[config.mk]
export PLATFORM = sky130hd
export DESIGN_NAME = pid_sweep_scheduler
export DESIGN_NICKNAME = d
export VERILOG_FILES = /design/src/rtl/pid_sweep_scheduler.sv
export SDC_FILE = /design/constraint.sdc
export NUM_CORES = 2
export LEC_CHECK = 0
export ABC_AREA = 1
export BUFFER_PORTS_ARGS = -buffer_cell sky130_fd_sc_hd__buf_2
export CAP_MARGIN = 20
export CORE_UTILIZATION = 25
export CTS_BUF_LIST = sky130_fd_sc_hd__clkbuf_8
export DETAILED_ROUTE_END_ITERATION = 6
export HOLD_SLACK_MARGIN = 0.03
export PLACE_DENSITY = 0.41
export SLEW_MARGIN = 5
export SYNTH_ARGS = -nofsm -noshare
export SYNTH_HDL_FRONTEND = slang
export SYNTH_SLANG_ARGS = --single-unit
[constraint.sdc]
create_clock -name CLK -period 14.25 [get_ports CLK]
set_clock_uncertainty 0.05 [all_clocks]
set_input_delay 2.85 -clock CLK [delete_from_list [all_inputs] [get_ports CLK]]
set_output_delay 2.85 -clock CLK [all_outputs]
set_load 0.02 [all_outputs]
[src/rtl/pid_sweep_scheduler.sv]
// pid_sweep_scheduler
//
// Shares one PID datapath across NUM_MOTORS channels. Every control period
// (internal divider tick) or external trigger starts a sweep over channels
// 0..NUM_MOTORS-1. Each channel takes four cycles: FETCH (latch the register
// bank values for ch_sel), ERR (saturated error, integral update), MUL
// (P and I products), OUT (saturated duty, strobe on the following cycle).
//
// Ports:
//   CLK, reset         clock, asynchronous active-high reset
//   enable             sweeps allowed; low clears all integrals and aborts
//   trigger            one-cycle pulse requesting an immediate sweep
//   ch_sel             channel whose values the register bank presents
//   setpoint .. IntegralLimit  signed 24-bit values for channel ch_sel
//   duty, duty_ch      saturated output and its channel (held between strobes)
//   duty_valid         one-cycle strobe qualifying duty/duty_ch
//   busy               sweep in progress
//   overrun            sticky: start request seen while busy
//
// Build option: define PID_DEADBAND_EN to zero |err| <= deadband before the
// integral update and products. Without it the deadband input is ignored.
module pid_sweep_scheduler #(
    parameter int NUM_MOTORS = 4,
    parameter int TICK_DIV   = 1000,
    localparam int CH_W  = (NUM_MOTORS > 1) ? $clog2(NUM_MOTORS) : 1,
    localparam int CNT_W = $clog2(TICK_DIV)
) (
    input  logic                CLK,
    input  logic                reset,
    input  logic                enable,
    input  logic                trigger,
    output logic [CH_W-1:0]     ch_sel,
    input  logic signed [23:0]  setpoint,
    input  logic signed [23:0]  state,
    input  logic signed [23:0]  Kp,
    input  logic signed [23:0]  Ki,
    input  logic signed [23:0]  deadband,
    input  logic signed [23:0]  PWMLimit,
    input  logic signed [23:0]  IntegralLimit,
    output logic signed [23:0]  duty,
    output logic [CH_W-1:0]     duty_ch,
    output logic                duty_valid,
    output logic                busy,
    output logic                overrun
);

    typedef enum logic [2:0] {IDLE, FETCH, ERR, MUL, OUT} fsm_t;

    fsm_t               fsm_q, fsm_d;
    logic [CH_W-1:0]    ch_q, ch_d;
    logic [CNT_W-1:0]   cnt_q, cnt_d;
    logic signed [23:0] sp_q, sp_d, st_q, st_d, kp_q, kp_d, ki_q, ki_d;
    logic signed [23:0] pl_q, pl_d, il_q, il_d;
    logic signed [23:0] err_q, err_d;
    logic signed [23:0] integ_q [NUM_MOTORS];
    logic signed [23:0] integ_d [NUM_MOTORS];
    logic signed [47:0] p_q, p_d, i_q, i_d;
    logic signed [23:0] duty_q, duty_d;
    logic [CH_W-1:0]    duty_ch_q, duty_ch_d;
    logic               duty_valid_q, duty_valid_d;
    logic               overrun_q, overrun_d;

    logic               tick, start_req;
    logic signed [24:0] err_raw;
    logic signed [23:0] err_sat, err_use, integ_cur, il_pos, integ_new;
    logic signed [25:0] int_sum, int_lim;
    logic signed [23:0] pl_pos, duty_sat;
    logic signed [48:0] pid_sum, pwm_lim;

`ifdef PID_DEADBAND_EN
    logic signed [23:0] db_q, db_d;
    logic signed [24:0] abs_err, db_ext;
`else
    logic unused_deadband;
    assign unused_deadband = ^deadband;
`endif

    // Arithmetic on the latched operands; the FSM picks which result to keep.
    always_comb begin : datapath
        err_raw = {sp_q[23], sp_q} - {st_q[23], st_q};
        // Top two bits differ only when the 25-bit difference leaves 24-bit range.
        if (err_raw[24] != err_raw[23])
            err_sat = err_raw[24] ? 24'sh800000 : 24'sh7fffff;
        else
            err_sat = err_raw[23:0];

`ifdef PID_DEADBAND_EN
        abs_err = err_sat[23] ? -{err_sat[23], err_sat} : {err_sat[23], err_sat};
        db_ext  = {db_q[23], db_q};
        err_use = (abs_err <= db_ext) ? 24'sd0 : err_sat;
`else
        err_use = err_sat;
`endif

        integ_cur = integ_q[ch_q];
        int_sum   = {{2{integ_cur[23]}}, integ_cur} + {{2{err_use[23]}}, err_use};
        // A negative limit collapses the allowed window to exactly zero.
        il_pos    = il_q[23] ? 24'sd0 : il_q;
        int_lim   = {2'b00, il_pos};
        if (int_sum > int_lim)
            integ_new = il_pos;
        else if (int_sum < -int_lim)
            integ_new = -il_pos;
        else
            integ_new = int_sum[23:0];

        pid_sum = {p_q[47], p_q} + {i_q[47], i_q};
        pl_pos  = pl_q[23] ? 24'sd0 : pl_q;
        pwm_lim = {25'b0, pl_pos};
        if (pid_sum > pwm_lim)
            duty_sat = pl_pos;
        else if (pid_sum < -pwm_lim)
            duty_sat = -pl_pos;
        else
            duty_sat = pid_sum[23:0];
    end

    always_comb begin : control
        tick         = (cnt_q == CNT_W'(TICK_DIV - 1));
        start_req    = tick | trigger;
        cnt_d        = tick ? '0 : cnt_q + CNT_W'(1);
        fsm_d        = fsm_q;
        ch_d         = ch_q;
        sp_d         = sp_q;
        st_d         = st_q;
        kp_d         = kp_q;
        ki_d         = ki_q;
        pl_d         = pl_q;
        il_d         = il_q;
`ifdef PID_DEADBAND_EN
        db_d         = db_q;
`endif
        err_d        = err_q;
        integ_d      = integ_q;
        p_d          = p_q;
        i_d          = i_q;
        duty_d       = duty_q;
        duty_ch_d    = duty_ch_q;
        duty_valid_d = 1'b0;
        // Requests arriving mid-sweep are never queued, only flagged.
        overrun_d    = overrun_q | (start_req && (fsm_q != IDLE));

        if (!enable) begin
            for (int i = 0; i < NUM_MOTORS; i++)
                integ_d[i] = '0;
            fsm_d = IDLE;
        end else begin
            case (fsm_q)
                IDLE: begin
                    if (start_req) begin
                        ch_d  = '0;
                        fsm_d = FETCH;
                    end
                end
                FETCH: begin
                    sp_d  = setpoint;
                    st_d  = state;
                    kp_d  = Kp;
                    ki_d  = Ki;
                    pl_d  = PWMLimit;
                    il_d  = IntegralLimit;
`ifdef PID_DEADBAND_EN
                    db_d  = deadband;
`endif
                    fsm_d = ERR;
                end
                ERR: begin
                    err_d         = err_use;
                    integ_d[ch_q] = integ_new;
                    fsm_d         = MUL;
                end
                MUL: begin
                    // integ_q already holds this channel's fresh integral.
                    p_d   = 48'(kp_q) * 48'(err_q);
                    i_d   = 48'(ki_q) * 48'(integ_q[ch_q]);
                    fsm_d = OUT;
                end
                OUT: begin
                    duty_d       = duty_sat;
                    duty_ch_d    = ch_q;
                    duty_valid_d = 1'b1;
                    if (ch_q == CH_W'(NUM_MOTORS - 1))
                        fsm_d = IDLE;
                    else begin
                        ch_d  = ch_q + CH_W'(1);
                        fsm_d = FETCH;
                    end
                end
                default: fsm_d = IDLE;
            endcase
        end
    end

    always_ff @(posedge CLK or posedge reset) begin
        if (reset) begin
            fsm_q        <= IDLE;
            ch_q         <= '0;
            cnt_q        <= '0;
            sp_q         <= '0;
            st_q         <= '0;
            kp_q         <= '0;
            ki_q         <= '0;
            pl_q         <= '0;
            il_q         <= '0;
`ifdef PID_DEADBAND_EN
            db_q         <= '0;
`endif
            err_q        <= '0;
            p_q          <= '0;
            i_q          <= '0;
            duty_q       <= '0;
            duty_ch_q    <= '0;
            duty_valid_q <= 1'b0;
            overrun_q    <= 1'b0;
        end else begin
            fsm_q        <= fsm_d;
            ch_q         <= ch_d;
            cnt_q        <= cnt_d;
            sp_q         <= sp_d;
            st_q         <= st_d;
            kp_q         <= kp_d;
            ki_q         <= ki_d;
            pl_q         <= pl_d;
            il_q         <= il_d;
`ifdef PID_DEADBAND_EN
            db_q         <= db_d;
`endif
            err_q        <= err_d;
            p_q          <= p_d;
            i_q          <= i_d;
            duty_q       <= duty_d;
            duty_ch_q    <= duty_ch_d;
            duty_valid_q <= duty_valid_d;
            overrun_q    <= overrun_d;
        end
    end

    for (genvar gi = 0; gi < NUM_MOTORS; gi++) begin : g_integ
        always_ff @(posedge CLK or posedge reset) begin
            if (reset)
                integ_q[gi] <= '0;
            else
                integ_q[gi] <= integ_d[gi];
        end
    end

    assign ch_sel     = ch_q;
    assign duty       = duty_q;
    assign duty_ch    = duty_ch_q;
    assign duty_valid = duty_valid_q;
    assign busy       = (fsm_q != IDLE);
    assign overrun    = overrun_q;

endmodule

==> flow_summary.json <==
{
  "status": "completed",
  "critPathRequiredTime_ns": 14.91,
  "synth_top_area_cell": "fa_1",
  "crit_buf_inv": 9,
  "crit_family": "adder cells",
  "clock.fmax_mhz": 104,
  "top_usage_layer": "met2",
  "numCtsBuffers": 84,
  "rsz0062_at_grt": "no",
  "grtUsageMet3_pct": 1.90,
  "clock-root-buffer": "clkbuf_8",
  "wirelength_microns": 242000,
  "hpwl_microns": 195000,
  "grt_pass1_vias": 59700,
  "critPathLaunch": "ch_sel[1]",
  "start_util_pct": 25.2,
  "setup_tns_ns": 0,
  "yosys-top-cells-area": "fa_1, dfrtp_1, nand2_1",
  "drc": 0,
  "clk_pin_slew_ns": 0.06,
  "netlist_instances": 8933,
  "yosysWarnings": 0,
  "drt-initial-drc-count": 3188,
  "num-nets-final": 10900,
  "io_buffers": 178,
  "cp_slowest_cell": "inv_1",
  "async_flop_share_pct": 100,
  "layout_common_cells": "nand2_1, inv_1, fa_1",
  "grt_pass1_wl_microns": 373000,
  "clk_path_buf_depth": 3,
  "die_w_microns": 531,
  "antenna_found_initial": 8,
  "overflow": 0,
  "track_usage_pct": 17.5,
  "layout-drive-gt1-share_pct": 6.67,
  "h-tree-depth": 3,
  "hold_class": "reg2reg",
  "fillers": 30500,
  "grt_max_degree": 159,
  "vias_per_cell": 4.47,
  "hp-start": "cnt_q[0]",
  "worstSkewPairLatency_ns": 0.84,
  "synth_edf_count": 0,
  "cts-resized-gates": 0,
  "met1_usage_pct": 24.3,
  "setup_violations": 0,
  "cts_hold_buf": 0,
  "critPathLaunchType": "register",
  "hold_viol": 0,
  "final_max_slew_viol_count": 0,
  "synth_top_area_share_pct": 34.8,
  "cpPeakStageDelay_ns": 1.03,
  "multi_input_area_sq_um": 51300,
  "syn-mean-instance-area_sq_um": 7.84,
  "cts_tree": "yes",
  "use_met2_pct": 28.9,
  "r2r-start": "ch_sel[1]",
  "syn_nets": 10800,
  "fp-row-count": 193,
  "seqCellArea_sq_um": 10100,
  "ant_nets": 0,
  "io_pins": 203,
  "cp_max_fo": 28,
  "wl_per_cell_microns": 19.0,
  "die_y_microns": 531,
  "tightest_slew_ns": 1.11,
  "crit_type": "reg2reg",
  "vias": 57000,
  "cts_setup_buffers": 0,
  "syn_to_final_growth_pct": 10.1,
  "core_area_sq_um": 277000,
  "cts.sinks": 403,
  "min_period_over_period_pct": 67.6,
  "die_area_sq_um": 282000,
  "synth_area_sq_um": 70000,
  "routabilityCongestion": 0.894,
  "drv_cap": 0,
  "synthFlopType": "dfrtp_1",
  "seq_area_frac_synth_pct": 14.4,
  "cp_data_arrival_time_ns": 10.29,
  "cp-end-kind": "register",
  "first_pass_iters": 5,
  "ys_ff_latch": 403,
  "mostFrequentLayoutCell": "nand2_1",
  "synth.distinct_cells": 61,
  "finalCriticalPeriod_ns": 9.63,
  "relSlewSlack_pct": 25.9
}
==> flip-flops by register name (all words and copies together), names as in the netlist, 2 cells and up <==
name,count
integ_q,96
i_q,48
p_q,48
duty,24
err_q,24
il_q,24
ki_q,24
kp_q,24
pl_q,24
sp_q,24
st_q,24
cnt_q,10
fsm_q,3
ch_sel,2
duty_ch,2
==> cell usage after synthesis (3+ instances only) <==
master / instances
fa_1: 1217
buf_1: 32
and2_1: 5
xor2_1: 95
inv_1: 1916
o21ai_0: 210
nand2_4: 12
nand2_2: 11
nor2_1: 658
o21ai_1: 11
and3_1: 4
nand4_1: 49
o211ai_1: 5
nor3_1: 47
inv_2: 17
buf_6: 5
nand2_1: 2364
nand3_2: 18
clkbuf_1: 269
a21oi_1: 384
xnor2_1: 69
nor2_4: 10
ha_1: 489
a221oi_1: 6
nor4_1: 5
or2_2: 18
a21o_1: 31
mux2_2: 38
a21boi_0: 8
buf_4: 3
dfrtp_1: 403
o21a_1: 7
o31ai_1: 12
buf_2: 18
nand3b_1: 5
clkinv_1: 18
nor2_2: 14
nand3_1: 348
o21bai_1: 19
o221ai_1: 7
a31oi_1: 39
nand3_4: 11
==> metrics by stage <==
stage | std cells | area (sq um) | hold WS, ns | setup slack, ns | util [%]
3_3_place_gp | 12600 | 75200 | 0.401 | 4.65 | 27.1
2_1_floorplan | 8933 | 70000 | 0.383 | 0.141 | -
4_1_cts | 12800 | 77000 | 0.419 | 4.60 | 27.8
5_1_grt | 12800 | 77100 | 0.433 | 4.10 | 27.8
6_report | 12800 | 77100 | 0.417 | 4.62 | 27.8
3_5_place_dp | 12600 | 75200 | 0.412 | 4.57 | 27.1
==> worst register-to-register path: cells and delay by family (launching register included) <==
| kind | cells | cell delay [ns] |
|---|---|---|
| compound gates | 5 | 0.98 |
| fa+ha+maj | 8 | 4.07 |
| buf+inv | 9 | 2.14 |
| flops | 1 | 0.32 |
| simple gates | 11 | 1.98 |
==> routing by layer <==
layer | vias to the layer above | routed length [microns]
li1 | 26800 | -
met1 | 28800 | 114000
met2 | 1191 | 113000
met3 | 248 | 9620
met4 | 6 | 5610
met5 | - | 41
==> final cells by class <==
class | count | share of cell area (%)
inverter | 1951 | 9.51
clock buffer | 103 | 1.84
multi-input combinational | 6250 | 66.6
sequential | 403 | 13.1
tap | 3705 | 6.02
antenna | 2 | 0.00650
clock inverter | 48 | 0.533
timing repair buffer | 298 | 2.39
==> cells by family after synthesis <==
group / count (synthesis) / synth area share, %
xor gates and xnor gates: 166 / 2.10
and+or+nand+nor: 3589 / 21.1
muxes: 38 / 0.611
DFF: 403 / 14.4
buffers and inverters: 2280 / 12.4
AOI/OAI and AO/OA: 751 / 5.88
adders and majority gates: 1706 / 43.5
==> final timing paths <==
path | to | slack [ns] | cells after the start
setup / recovery | i_q[46] | 4.62 | 33
hold / removal | cnt_q[0] | 0.42 | 1
setup reg to reg | i_q[46] | 4.62 | 33
hold reg to reg | cnt_q[0] | 0.42 | 1
max in group asynchronous | pl_q[12] | 9.52 | 5
min in group asynchronous | sp_q[21] | 2.03 | 2
Power is left out: the tool's default activity adds up to more than one toggle a clock period on the data nets, which glitch-free logic cannot reach.
